--- config.mk ---
export PLATFORM = sky130hd
export DESIGN_NAME = writeback_arbiter
export DESIGN_NICKNAME = d
export VERILOG_FILES = /design/src/rtl/rv_pkg.sv /design/src/rtl/rf_bypass.sv /design/src/rtl/writeback_arbiter.sv
export SDC_FILE = /design/constraint.sdc
export NUM_CORES = 1
export LEC_CHECK = 0
export ABC_AREA = 1
export CORE_MARGIN = 2
export CORE_UTILIZATION = 37
export DETAILED_ROUTE_END_ITERATION = 10
export GPL_ROUTABILITY_DRIVEN = 0
export HOLD_SLACK_MARGIN = 0.12
export PLACE_DENSITY = 0.82
export REMOVE_ABC_BUFFERS = 1
export SLEW_MARGIN = 20
export SYNTH_ARGS = -nofsm -noshare
export SYNTH_HDL_FRONTEND = slang
export SYNTH_HIERARCHICAL = 1
export SYNTH_SLANG_ARGS = --single-unit
export TNS_END_PERCENT = 5
--- constraint.sdc ---
create_clock -name clk -period 2.99 [get_ports clk]
set_input_delay 0.897 -clock clk [delete_from_list [all_inputs] [get_ports clk]]
set_output_delay 0.897 -clock clk [all_outputs]
set_load 0.01 [all_outputs]
--- src/rtl/rv_pkg.sv ---
// rv_pkg: register-file widths and the writeback request type
package rv_pkg;
  localparam int XLEN = 32;
  localparam int REG_ADDR_W = 5;
  typedef logic [REG_ADDR_W-1:0] reg_addr_t;
  typedef struct packed {
    reg_addr_t       rd;
    logic [XLEN-1:0] data;
  } wb_req_t;
endpackage

--- src/rtl/rf_bypass.sv ---
// rf_bypass: one read-operand mux forwarding the registered writeback over the raw file value
module rf_bypass
  import rv_pkg::*;
(
  input  reg_addr_t       rs_addr,
  input  logic [XLEN-1:0] rf_data,
  input  wb_req_t         wb,
  input  logic            wb_we,
  output logic [XLEN-1:0] rs_data
);
  always_comb rs_data = (rs_addr == '0) ? '0 : (wb_we && wb.rd == rs_addr) ? wb.data : rf_data;
endmodule

--- src/rtl/writeback_arbiter.sv ---
// writeback_arbiter: merges ALU and mem results onto the register file write port, with read bypass
module writeback_arbiter
  import rv_pkg::*;
#(
  parameter int STARVE_LIMIT = 4
) (
  input  logic                  clk,
  input  logic                  rst_n,
  input  logic                  alu_valid,
  output logic                  alu_ready,
  input  logic [REG_ADDR_W-1:0] alu_rd,
  input  logic [XLEN-1:0]       alu_data,
  input  logic                  mem_valid,
  output logic                  mem_ready,
  input  logic [REG_ADDR_W-1:0] mem_rd,
  input  logic [XLEN-1:0]       mem_data,
  output logic [REG_ADDR_W-1:0] rf_rd_addr,
  output logic [XLEN-1:0]       rf_rd_data,
  output logic                  rf_reg_write,
  input  logic [REG_ADDR_W-1:0] rs1_addr,
  input  logic [REG_ADDR_W-1:0] rs2_addr,
  input  logic [XLEN-1:0]       rs1_rf_data,
  input  logic [XLEN-1:0]       rs2_rf_data,
  output logic [XLEN-1:0]       rs1_data,
  output logic [XLEN-1:0]       rs2_data
);
  localparam logic [3:0] LIMIT = 4'(STARVE_LIMIT);
  if (STARVE_LIMIT < 1 || STARVE_LIMIT > 15) begin : g_bad_limit
    $error("STARVE_LIMIT must be in 1..15");
  end
  logic [3:0] starve_cnt_q, starve_cnt_d;
  wb_req_t    out_q, out_d;
  logic       we_q, we_d;
  logic       mem_wins;
  always_comb begin
    mem_wins     = mem_valid && (!alu_valid || starve_cnt_q == LIMIT);
    mem_ready    = rst_n && mem_wins;
    alu_ready    = rst_n && alu_valid && !mem_wins;
    starve_cnt_d = (!mem_valid || mem_ready) ? '0 : (starve_cnt_q == LIMIT) ? LIMIT : starve_cnt_q + 4'd1;
    out_d        = mem_ready ? '{rd: mem_rd, data: mem_data} : alu_ready ? '{rd: alu_rd, data: alu_data} : out_q;
    we_d         = (mem_ready && mem_rd != '0) || (alu_ready && alu_rd != '0);
    // a write registered just before reset is dropped in the reset cycle itself
    rf_reg_write = we_q && rst_n;
    rf_rd_addr   = out_q.rd;
    rf_rd_data   = out_q.data;
  end
  always_ff @(posedge clk) begin
    if (!rst_n) begin
      starve_cnt_q <= '0;
      out_q        <= '0;
      we_q         <= 1'b0;
    end else begin
      starve_cnt_q <= starve_cnt_d;
      out_q        <= out_d;
      we_q         <= we_d;
    end
  end
  rf_bypass u_byp1 (.rs_addr(rs1_addr), .rf_data(rs1_rf_data), .wb(out_q), .wb_we(rf_reg_write), .rs_data(rs1_data));
  rf_bypass u_byp2 (.rs_addr(rs2_addr), .rf_data(rs2_rf_data), .wb(out_q), .wb_we(rf_reg_write), .rs_data(rs2_data));
endmodule

==> key figures, run 1 <==
Outcome
  – Violated checks: setup timing
  – Status: complete, but fails checks

Synth
  – Synthesized cell area: 3973 sq um
  – Post-Synth XOR/XNOR Area: 0.4409%
  – Mapped Avg Cell Area: 5.220 sq um
  – Post-Syn Instances: 761
  – Simple logic cell fraction of the synthesized area: 48.69%
  – Combinational family with the most area after synthesis: simple AND/OR/NAND/NOR gates
  – Synth cell types: 23
  – Post-synthesis mux area share: 0%
  – Ys Warns: 6
  – Synthesized flop and latch total: 42
  – Post-synthesis sequential area ratio: 21.17%
  – Synth Area in Adders: 0.6299%
  – Compound-Gate Fraction of Synth Area: 9.701%

Worst setup path
  – CP endpoint kind: primary output
  – Critical path type: input port to primary output
  – Critical Path AT: 2.13 ns
  – Crit Path Max Fanout: 5
  – CP Launch Type: input port
  – Worst EP required: 2.09 ns

Clocking
  – Clk buf depth: 2
  – Post-CTS Hold Buffers: 0
  – Clock transition at path regs: 0.07 ns
  – CTS tree: yes
  – Clk sinks: 42
  – H-tree Lvls: 2
  – Latest clock arrival within the worst-skew pair: 0.30 ns
  – CTS Root Cell: clkbuf_8
  – Num CTS Buffers: 5

Detailed routing
  – DRC violations left: 0
  – Drt wl/cell: 13.46 um
  – TritonRoute pass-1 iters: 5
  – DR iter-0 viols: 257
  – WL final: 15550 um
  – DR vias: 5377
  – Vias/cell: 4.651
  – Number of nets with antenna violations after routing: 0

Place
  – Area of placed instances: 6668 sq um
  – Post-DP HPWL: 10310 um
  – # placed instances: 1131
  – Pre-CTS setup slack: -0.7807 ns
  – Input/output buffers: 255

Timing
  – Part of the cycle the worst path needs: 101.1%
  – Least-Margin Pin Slew: 0.7552 ns
  – Fin crit period: 3.023 ns
  – TNS Setup: -0.1849 ns
  – Count of final max-slew check failures: 0
  – Final Setup Violations: 10
  – Final Hold Vio Count: 0
  – Skew final: 0.009849 ns
  – Unrepaired setup endpoints after global routing: true
  – Fin worst setup slack: -0.03288 ns
  – Max Fclk: 0.3308 GHz
  – Max-slew headroom: 49.65%

Global routing
  – Total gr overflow: 0
  – Pin count of the biggest net entering global routing: 75
  – Gr usage total: 25.12%
  – Antenna violations before repair: 0
  – Number of global-route vias before repair: 4805
  – First-pass GRT wire length: 23320 um

Pwr
  – Worst vdd ir: 0.0001855 V
  – Power density over the cells: 255.6 nW/um^2
  – LEAKAGE: 3.846 nW

Final layout
  – Layout area overhead: 76.85%
  – Final core occ: 67.75%
  – Share of cells above drive strength 1: 20.29%
  – Ant diodes: 0
  – Final Instance Area: 7025 sq um
  – Reg area: 840.8 sq um
  – # nets final: 1174
  – Multi-input logic area: 2550 sq um
  – # fillers: 969
  – Fin cells: 1156

Floorplan
  – Height of the die: 107.6 um
  – Starting Density: 38.31%
  – Die X: 107.6 um
  – IO Pins: 256
  – Core Box Area: 10370 sq um
  – Site Rows: 37
  – DIE AREA: 11580 sq um

Flow run
  – Max cap viols: 0

Worst hold path
  – Hold WC Path Type: flip-flop to flip-flop
## Yosys cell counts, drive strengths merged
library cell	n	area (sq um)
nor2	214	818.3
nand2	203	804.5
inv	127	476.7
nand3	44	290.3
dfxtp	42	840.8
a21oi	39	195.2
buf	38	262.8
o21ai	38	190.2
clkbuf	8	30.03
nor3	3	15.01
ha	2	25.02
nand4	1	6.260
xnor2	1	8.760
xor2	1	8.760
## cell families (layout without fill, tap and decap cells)
| kind of cell | after synthesis | in the layout |
|---|---|---|
| xor+xnor | 2 | 2 |
| simple gates | 465 | 465 |
| compound gates | 77 | 77 |
| flops | 42 | 42 |
| fa+ha+maj | 2 | 2 |
| buf+inv | 173 | 432 |
## per-layer routing
metal  vias up  global-route usage, %  routed length, um
met5         -                      0                  0
met4         0                  7.601                349
met3        27                  5.206               1301
met2       227                  43.44               7499
met1      2355                  31.23               6404
li1       2768                      -                  -
## registers in the layout (all words and copies together) (netlist names)
| signal | flops |
|---|---|
| rf_rd_addr | 5 |
| starve_cnt_q | 4 |
| rf_rd_data | 32 |
| we_q | 1 |
## per-stage QoR
| step | power (W) | hold WS (ns) |
|---|---|---|
| floorplan | 0.0009690 | 0.4297 |
| detailed placement | 0.001467 | 0.4524 |
| CTS | 0.001775 | 0.4703 |
| finish | 0.001796 | 0.4641 |
| global route | 0.001912 | 0.5126 |
| global placement | 0.001460 | 0.4449 |
## where the power goes
| group | total [W] | leakage, nW | internal, W | switching [W] |
|---|---|---|---|---|
| registers | 0.000666 | 0.348 | 0.000605 | 0.0000612 |
| logic | 0.000777 | 3.46 | 0.000427 | 0.000350 |
| clock network | 0.000352 | 0.0383 | 0.000161 | 0.000191 |
| total | 0.00180 | 3.85 | 0.00119 | 0.000603 |
## path summary, 6_finish.rpt
path                            slack [ns]  cells past startpoint              end             from
worst max-delay path                 -0.03                     12      rs2_data[5]      rs2_addr[3]
worst max register to register        1.10                      8    rf_rd_data[5]  starve_cnt_q[0]
worst min-delay path                  0.46                      1  starve_cnt_q[0]  starve_cnt_q[0]
worst min register to register        0.46                      1  starve_cnt_q[0]  starve_cnt_q[0]
## cells in the final DEF, fill, tap and decap left out, types with 3 or more instances in the layout
| master | instances |
|---|---|
| a21oi_1 | 39 |
| buf_12 | 12 |
| buf_16 | 7 |
| buf_2 | 64 |
| buf_4 | 20 |
| buf_6 | 9 |
| clkbuf_16 | 3 |
| clkbuf_8 | 5 |
| clkdlybuf4s50_1 | 178 |
| dfxtp_1 | 42 |
| inv_1 | 119 |
| inv_2 | 7 |
| nand2_1 | 165 |
| nand2_2 | 32 |
| nand2_4 | 6 |
| nand3_1 | 33 |
| nand3_2 | 9 |
| nor2_1 | 186 |
| nor2_2 | 18 |
| nor2_4 | 10 |
| nor3_1 | 3 |
| o21ai_0 | 35 |
| o21ai_1 | 3 |
## worst max-delay path: stages
cell     delay (ns)
buf_4          0.13
nand2_4        0.07
nand2_4        0.05
nor2_4         0.12
nand3_4        0.11
buf_6          0.16
buf_12         0.12
buf_16         0.13
nand2_2        0.05
nand2_2        0.04
nor2_1         0.10
buf_2          0.14
## timing repair
action / in CTS / in global routing
gates cloned: 7 / 3
setup endpoints to repair: 67 / 65
setup buffers: 6 / 2
hold endpoints to repair: 0 / 0
resized for setup: 329 / 58
pin swaps: 18 / 17
## layout make-up
type | instances | share of cell area (%)
timing repair buffer | 298 | 41.41
multi-input combinational | 546 | 36.30
sequential | 42 | 11.97
inverter | 127 | 6.821
tap | 136 | 2.422
clock buffer | 7 | 1.086
Note: power is estimated with default switching activity, not from simulation.
==> run 2, diff against run 1 <==
ABC_AREA = default   (was 1)
CORE_UTILIZATION = 35   (was 37)
GPL_TIMING_DRIVEN = 0   (was default)
clock period = 3.15 ns   (was 2.99 ns; I/O delays follow)
==> key figures, run 2 <==
Worst setup path
  – CP peak stage delay: 0.35 ns (+0.19 ns)
  – Critical Path AT: 2.45 ns (+0.32 ns)
  – CP max-delay cell: nor4_4
  – Worst EP required: 2.20 ns (+0.11 ns)
  – Crit Path Max Fanout: 8 (+3)
  – CP Launch Type: input port
  – Worst-path cell chain: buf_6 > xor2_4 > nor4_4 > buf_6 > buf_8 > and2_4 > o21ai_2 > buf_2
  – Worst path most repeated cell: buf_6
  – Critical path type: input port to primary output
  – CP endpoint kind: primary output

Detailed routing
  – DR vias: 5586 (+3.9%)
  – TritonRoute pass-1 iters: 5 (unchanged)
  – Number of nets with antenna violations after routing: 0 (unchanged)
  – DR iter-0 viols: 516 (+100%)
  – Vias/cell: 6.262 (+35%)
  – Drt wl/cell: 24.40 um (+81%)
  – DRC violations left: 0 (unchanged)
  – WL final: 21770 um (+40%)

Final layout
  – Most frequent cells in the layout: clkdlybuf4s50_1 (176), buf_2 (69), nand2_1 (67)
  – Reg area: 840.8 sq um (unchanged)
  – Layout area overhead: 97.27%
  – Multi-input logic area: 2705 sq um (+6.1%)
  – # nets final: 912 (-22%)
  – # fillers: 802 (-17%)
  – Max reg flops: 32 (unchanged)
  – Final core occ: 70.39% (+2.6 points)
  – Most common cell after layout, fill and taps aside: clkdlybuf4s50_1
  – Ant diodes: 0 (unchanged)
  – Share of cells above drive strength 1: 26.88% (+6.6 points)

Clocking
  – H-tree Lvls: 2 (unchanged)
  – Clock transition at path regs: 0.09 ns (+0.02 ns)
  – Latest clock arrival within the worst-skew pair: 0.30 ns (about the same)
  – CTS Root Cell: clkbuf_8
  – CTS tree: yes
  – Clk sinks: 42 (unchanged)
  – Post-CTS Hold Buffers: 0 (unchanged)
  – Num CTS Buffers: 5 (unchanged)
  – Clk buf depth: 2 (unchanged)

Floorplan
  – Height of the die: 103.1 um (-4.2%)
  – IO Pins: 256 (unchanged)
  – Starting Density: 35.68% (-2.6 points)
  – Die X: 103.1 um (-4.2%)
  – Site Rows: 36 (-2.7%)
  – DIE AREA: 10640 sq um (-8.2%)
  – Core Box Area: 9639 sq um (-7.0%)

Timing
  – Least-Margin Pin Slew: 0.8536 ns (+0.09840 ns)
  – Fin crit period: 3.394 ns
  – Hold slack: 0.5122 ns (+0.04816 ns)
  – Max-slew headroom: 43.09% (-6.6 points)
  – Part of the cycle the worst path needs: 107.7%
  – Count of final max-slew check failures: 0 (unchanged)
  – Unrepaired setup endpoints after global routing: true
  – Fin worst setup slack: -0.2440 ns (-0.2111 ns)
  – Final Hold Vio Count: 0 (unchanged)
  – Final Setup Violations: 64 (+54)
  – Skew final: 0.006328 ns (-0.003521 ns)
  – TNS Setup: -9.458 ns (-9.273 ns)
  – Max Fclk: 0.2946 GHz

Synth
  – Post-synthesis sequential area ratio: 24.45% (+3.3 points)
  – Synth area leader: dfxtp_1
  – Synthesized cell area: 3440 sq um (-13%)
  – Synthesized flop and latch total: 42 (unchanged)
  – Mapped Avg Cell Area: 6.921 sq um (+33%)
  – Synth cell types: 29 (+26%)
  – Dominant cell by count in the synthesized netlist: nand2_1
  – Post-synth EDFFs: 0 (unchanged)
  – Post-Syn Instances: 497 (-35%)
  – Top cells by count, synth: nand2_1 (70), nand4_1 (64), o21ai_0 (44)
  – Ys Warns: 6 (unchanged)
  – Share of the synthesized area in the top cell type: 24.45% (+3.3 points)
  – Synth Flop Type: dfxtp_1
  – Ys async rst share: 0% (unchanged)
  – Top cells by area, synth: dfxtp_1 (24%), nand4_1 (12%), a311o_1 (11%)

Pwr
  – Power density over the cells: 278.9 nW/um^2 (+9.1%)
  – Worst vdd ir: 0.0001903 V (+2.6%)
  – LEAKAGE: 2.782 nW (-28%)

Global routing
  – First-pass GRT wire length: 29950 um (+28%)
  – Number of global-route vias before repair: 5261 (+9.5%)
  – Gr usage total: 37.51% (+12 points)
  – Total gr overflow: 0 (unchanged)
  – Pin count of the biggest net entering global routing: 38 (-49%)
  – Antenna violations before repair: 0 (unchanged)

Worst hold path
  – Hold WC Path Type: flip-flop to flip-flop

Flow run
  – Max cap viols: 0 (unchanged)

Outcome
  – Status: complete, but fails checks
  – Violated checks: setup timing

Place
  – Input/output buffers: 255 (unchanged)
  – Post-DP HPWL: 11550 um (+12%)
==> run 2: logic make-up after synthesis <==
| kind of cell | count (synthesis) | share of synthesized area, % |
|---|---|---|
| AOI/OAI and AO/OA | 143 | 26.45 |
| adders and majority gates | 2 | 0.7274 |
| xor gates and xnor gates | 11 | 2.801 |
| and+or+nand+nor | 234 | 36.85 |
| buffers and inverters | 65 | 8.731 |
| DFF | 42 | 24.45 |
==> run 2: worst paths after layout <==
path	from	endpoint	slack (ns)	depth (start not counted)
worst max-delay path	rs1_addr[1]	rs1_data[27]	-0.24	8
worst min-delay path	starve_cnt_q[0]	starve_cnt_q[0]	0.51	1
worst max register to register	starve_cnt_q[0]	rf_rd_data[18]	1.25	6
worst min register to register	starve_cnt_q[0]	starve_cnt_q[0]	0.51	1
==> run 2: worst max-delay path: cells and delay by family <==
kind / cells / cell delay [ns]
AOI/OAI and AO/OA: 1 / 0.08
xor gates and xnor gates: 1 / 0.19
buffers and inverters: 4 / 0.57
and+or+nand+nor: 2 / 0.65
==> run 2: where the power goes <==
group          internal, W  switching, W
sequential        0.000574     0.0000552
clock             0.000236      0.000217
combinational     0.000450      0.000360
total              0.00126      0.000632
==> run 2: final cells by class <==
type | instances | share of cell area [%]
Sequential cell | 42 | 12.39
Timing Repair Buffer | 304 | 43.44
Multi-Input combinational cell | 402 | 39.87
Inverter | 3 | 0.1660
Clock buffer | 5 | 1.014
Clock inverter | 3 | 0.6638
Tap cell | 133 | 2.453
==> run 2: repair_timing <==
action / in CTS / in global routing
endpoints found under the setup margin: 67 / 66
cloned: 14 / 0
resized for setup: 416 / 47
buffers inserted: 33 / 3
pin swaps: 53 / 17
==> run 2: metal layers <==
| metal | wire, um | track usage, % | part of all wire [%] | vias up |
|---|---|---|---|---|
| li1 | - | - | - | 2373 |
| met1 | 7695 | 46.04 | 35 | 2647 |
| met2 | 10200 | 63.34 | 47 | 465 |
| met3 | 2676 | 9.017 | 12 | 101 |
| met4 | 1198 | 14.57 | 5.5 | 0 |
| met5 | 0 | 0 | 0 | - |
==> run 2: metrics by stage <==
step / area (sq um) / setup WS [ns] / total power, W / instances
after floorplan: 3151 / -0.7899 / 0.0008370 / 435
after global placement: 5869 / -3.701 / 0.001290 / 823
after detailed placement: 6088 / -2.071 / 0.001329 / 835
after CTS: 6611 / -0.1535 / 0.001841 / 889
after global routing: 6785 / -0.2536 / 0.001955 / 892
final: 6785 / -0.2440 / 0.001892 / 892
==> run 3, diff against run 2 <==
CTS_CLUSTER_SIZE = 10   (was default)
SETUP_SLACK_MARGIN = 0.1   (was default)
==> key figures, run 3 (same netlist as run 2, synthesis figures left out) <==
Floorplan
  – IO Pins: 256 (unchanged)
  – Height of the die: 103.1 um (unchanged)
  – Site Rows: 36 (unchanged)
  – DIE AREA: 10640 sq um (unchanged)
  – Starting Density: 35.68% (unchanged)
  – Core Box Area: 9639 sq um (unchanged)
  – Die X: 103.1 um (unchanged)

Pwr
  – LEAKAGE: 2.783 nW (about the same)
  – Worst vdd ir: 0.0001894 V (-0.46%)
  – Power density over the cells: 278.4 nW/um^2 (-0.16%)
  – Power after layout: 0.001898 W (+0.32%)

Worst setup path
  – CP peak stage delay: 0.34 ns (about the same)
  – Worst-path cell chain: buf_8 > xor2_4 > nor4_4 > buf_6 > buf_12 > buf_16 > nand4_1 > o21ai_1 > buf_2
  – Critical Path AT: 2.49 ns (+0.04 ns)
  – CP Launch Type: input port
  – Worst EP required: 2.20 ns (about the same)
  – Setup crit start: rs1_addr[1]
  – CP max-delay cell: nor4_4
  – Critical path type: input port to primary output
  – CP endpoint kind: primary output
  – Reg2reg start: starve_cnt_q[0]
  – Crit Path Max Fanout: 6 (-2)

Timing
  – Unrepaired setup endpoints after global routing: true
  – Final Hold Vio Count: 0 (unchanged)
  – Hold slack: 0.5154 ns (+0.003153 ns)
  – Max Fclk: 0.2912 GHz (-1.2%)
  – Fin worst setup slack: -0.2839 ns (-0.03992 ns)
  – Max-slew headroom: 44.39% (+1.3 points)
  – Skew final: 0.003220 ns (-0.003108 ns)
  – Final Setup Violations: 64 (unchanged)
  – Part of the cycle the worst path needs: 109.0% (+1.3 points)
  – Least-Margin Pin Slew: 0.8342 ns (-0.01945 ns)
  – Fin crit period: 3.434 ns (+0.03992 ns)
  – Count of final max-slew check failures: 0 (unchanged)

Final layout
  – Final Instance Area: 6818 sq um (+0.48%)
  – # nets final: 916 (+0.44%)
  – Most common cell after layout, fill and taps aside: clkdlybuf4s50_1
  – Max reg flops: 32 (unchanged)
  – Share of cells above drive strength 1: 25.56% (-1.3 points)
  – Most frequent cells in the layout: clkdlybuf4s50_1 (176), nand2_1 (67), buf_2 (67)
  – # fillers: 789 (-1.6%)
  – Ant diodes: 0 (unchanged)
  – Layout area overhead: 98.22%

Global routing
  – First-pass GRT wire length: 30640 um (+2.3%)
  – Pin count of the biggest net entering global routing: 38 (unchanged)
  – Total gr overflow: 0 (unchanged)
  – Number of global-route vias before repair: 5339 (+1.5%)
  – Gr usage total: 38.48% (+0.96 points)
  – Antenna violations before repair: 0 (unchanged)

Clocking
  – Num CTS Buffers: 5 (unchanged)
  – CTS tree: yes
  – Latest clock arrival within the worst-skew pair: 0.30 ns (about the same)
  – CTS Root Cell: clkbuf_8
  – Clock transition at path regs: 0.09 ns (about the same)
  – Clk buf depth: 2 (unchanged)
  – Clk sinks: 42 (unchanged)
  – Post-CTS Hold Buffers: 0 (unchanged)
  – H-tree Lvls: 2 (unchanged)

Place
  – Area of placed instances: 6088 sq um (unchanged)
  – Post-DP HPWL: 11550 um (unchanged)
  – Input/output buffers: 255 (unchanged)

Detailed routing
  – Number of nets with antenna violations after routing: 0 (unchanged)
  – Drt wl/cell: 24.50 um (+0.41%)
  – WL final: 21950 um (+0.86%)
  – DR vias: 5500 (-1.5%)
  – TritonRoute pass-1 iters: 5 (unchanged)
  – DR iter-0 viols: 479 (-7.2%)
  – Vias/cell: 6.138 (-2.0%)
  – DRC violations left: 0 (unchanged)

Flow run
  – Max cap viols: 0 (unchanged)

Worst hold path
  – Hold path start: starve_cnt_q[0]
  – Hold WC Path Type: flip-flop to flip-flop

Outcome
  – Violated checks: setup timing
  – Status: complete, but fails checks
-- run 3: final timing paths --
| path | to | slack (ns) | cells after the start |
|---|---|---|---|
| max | rs1_data[28] | -0.28 | 9 |
| min | starve_cnt_q[0] | 0.52 | 1 |
| max reg2reg | rf_rd_data[16] | 1.25 | 6 |
| min reg2reg | starve_cnt_q[0] | 0.52 | 1 |
-- run 3: cell type report --
type	instances	area, sq um	area share (%)
inverters	3	11.26	0.1652
multi-input cells	402	2671	39.18
well taps	133	166.4	2.441
clock buffers	5	68.82	1.009
repair buffers	308	3014	44.21
flip-flops and latches	42	840.8	12.33
clock inverters	3	45.04	0.6607
-- run 3: metrics by stage --
stage               setup slack, ns  utilization, %  std cells  setup TNS, ns
finish                      -0.2839           70.73        896         -11.35
global route                -0.3675           70.73        896         -16.18
CTS                         -0.1535           68.99        890         -5.434
detailed placement           -2.071           63.16        835        -114.95
global placement             -3.701           60.89        823        -285.37
floorplan                   -0.7899               -        435         -49.18
-- run 3: where the power goes --
group | total, W | internal (W) | switching [W] | leakage, nW
clock | 0.000444 | 0.000236 | 0.000208 | 0.0504
sequential | 0.000630 | 0.000574 | 0.0000554 | 0.349
combinational | 0.000825 | 0.000459 | 0.000366 | 2.38
-- run 3: what timing repair did --
item / 4_1_cts / 5_1_grt
buffers inserted: 32 / 5
cloned: 15 / 1
resized for setup: 413 / 37
endpoints found under the setup margin: 67 / 64
pin swaps: 50 / 8
-- run 3: critical path: cells and delay by family --
| kind | cells | cell delay [ns] |
|---|---|---|
| and+or+nand+nor | 2 | 0.48 |
| xor gates and xnor gates | 1 | 0.21 |
| AOI/OAI and AO/OA | 1 | 0.15 |
| buffers and inverters | 5 | 0.69 |
-- run 3: per-layer routing --
layer	track usage [%]	routed length, um	up-vias
li1	-	-	2383
met1	47.50	7792	2606
met2	63.24	10340	428
met3	10.98	2680	83
met4	15.18	1143	0
met5	0	0	-
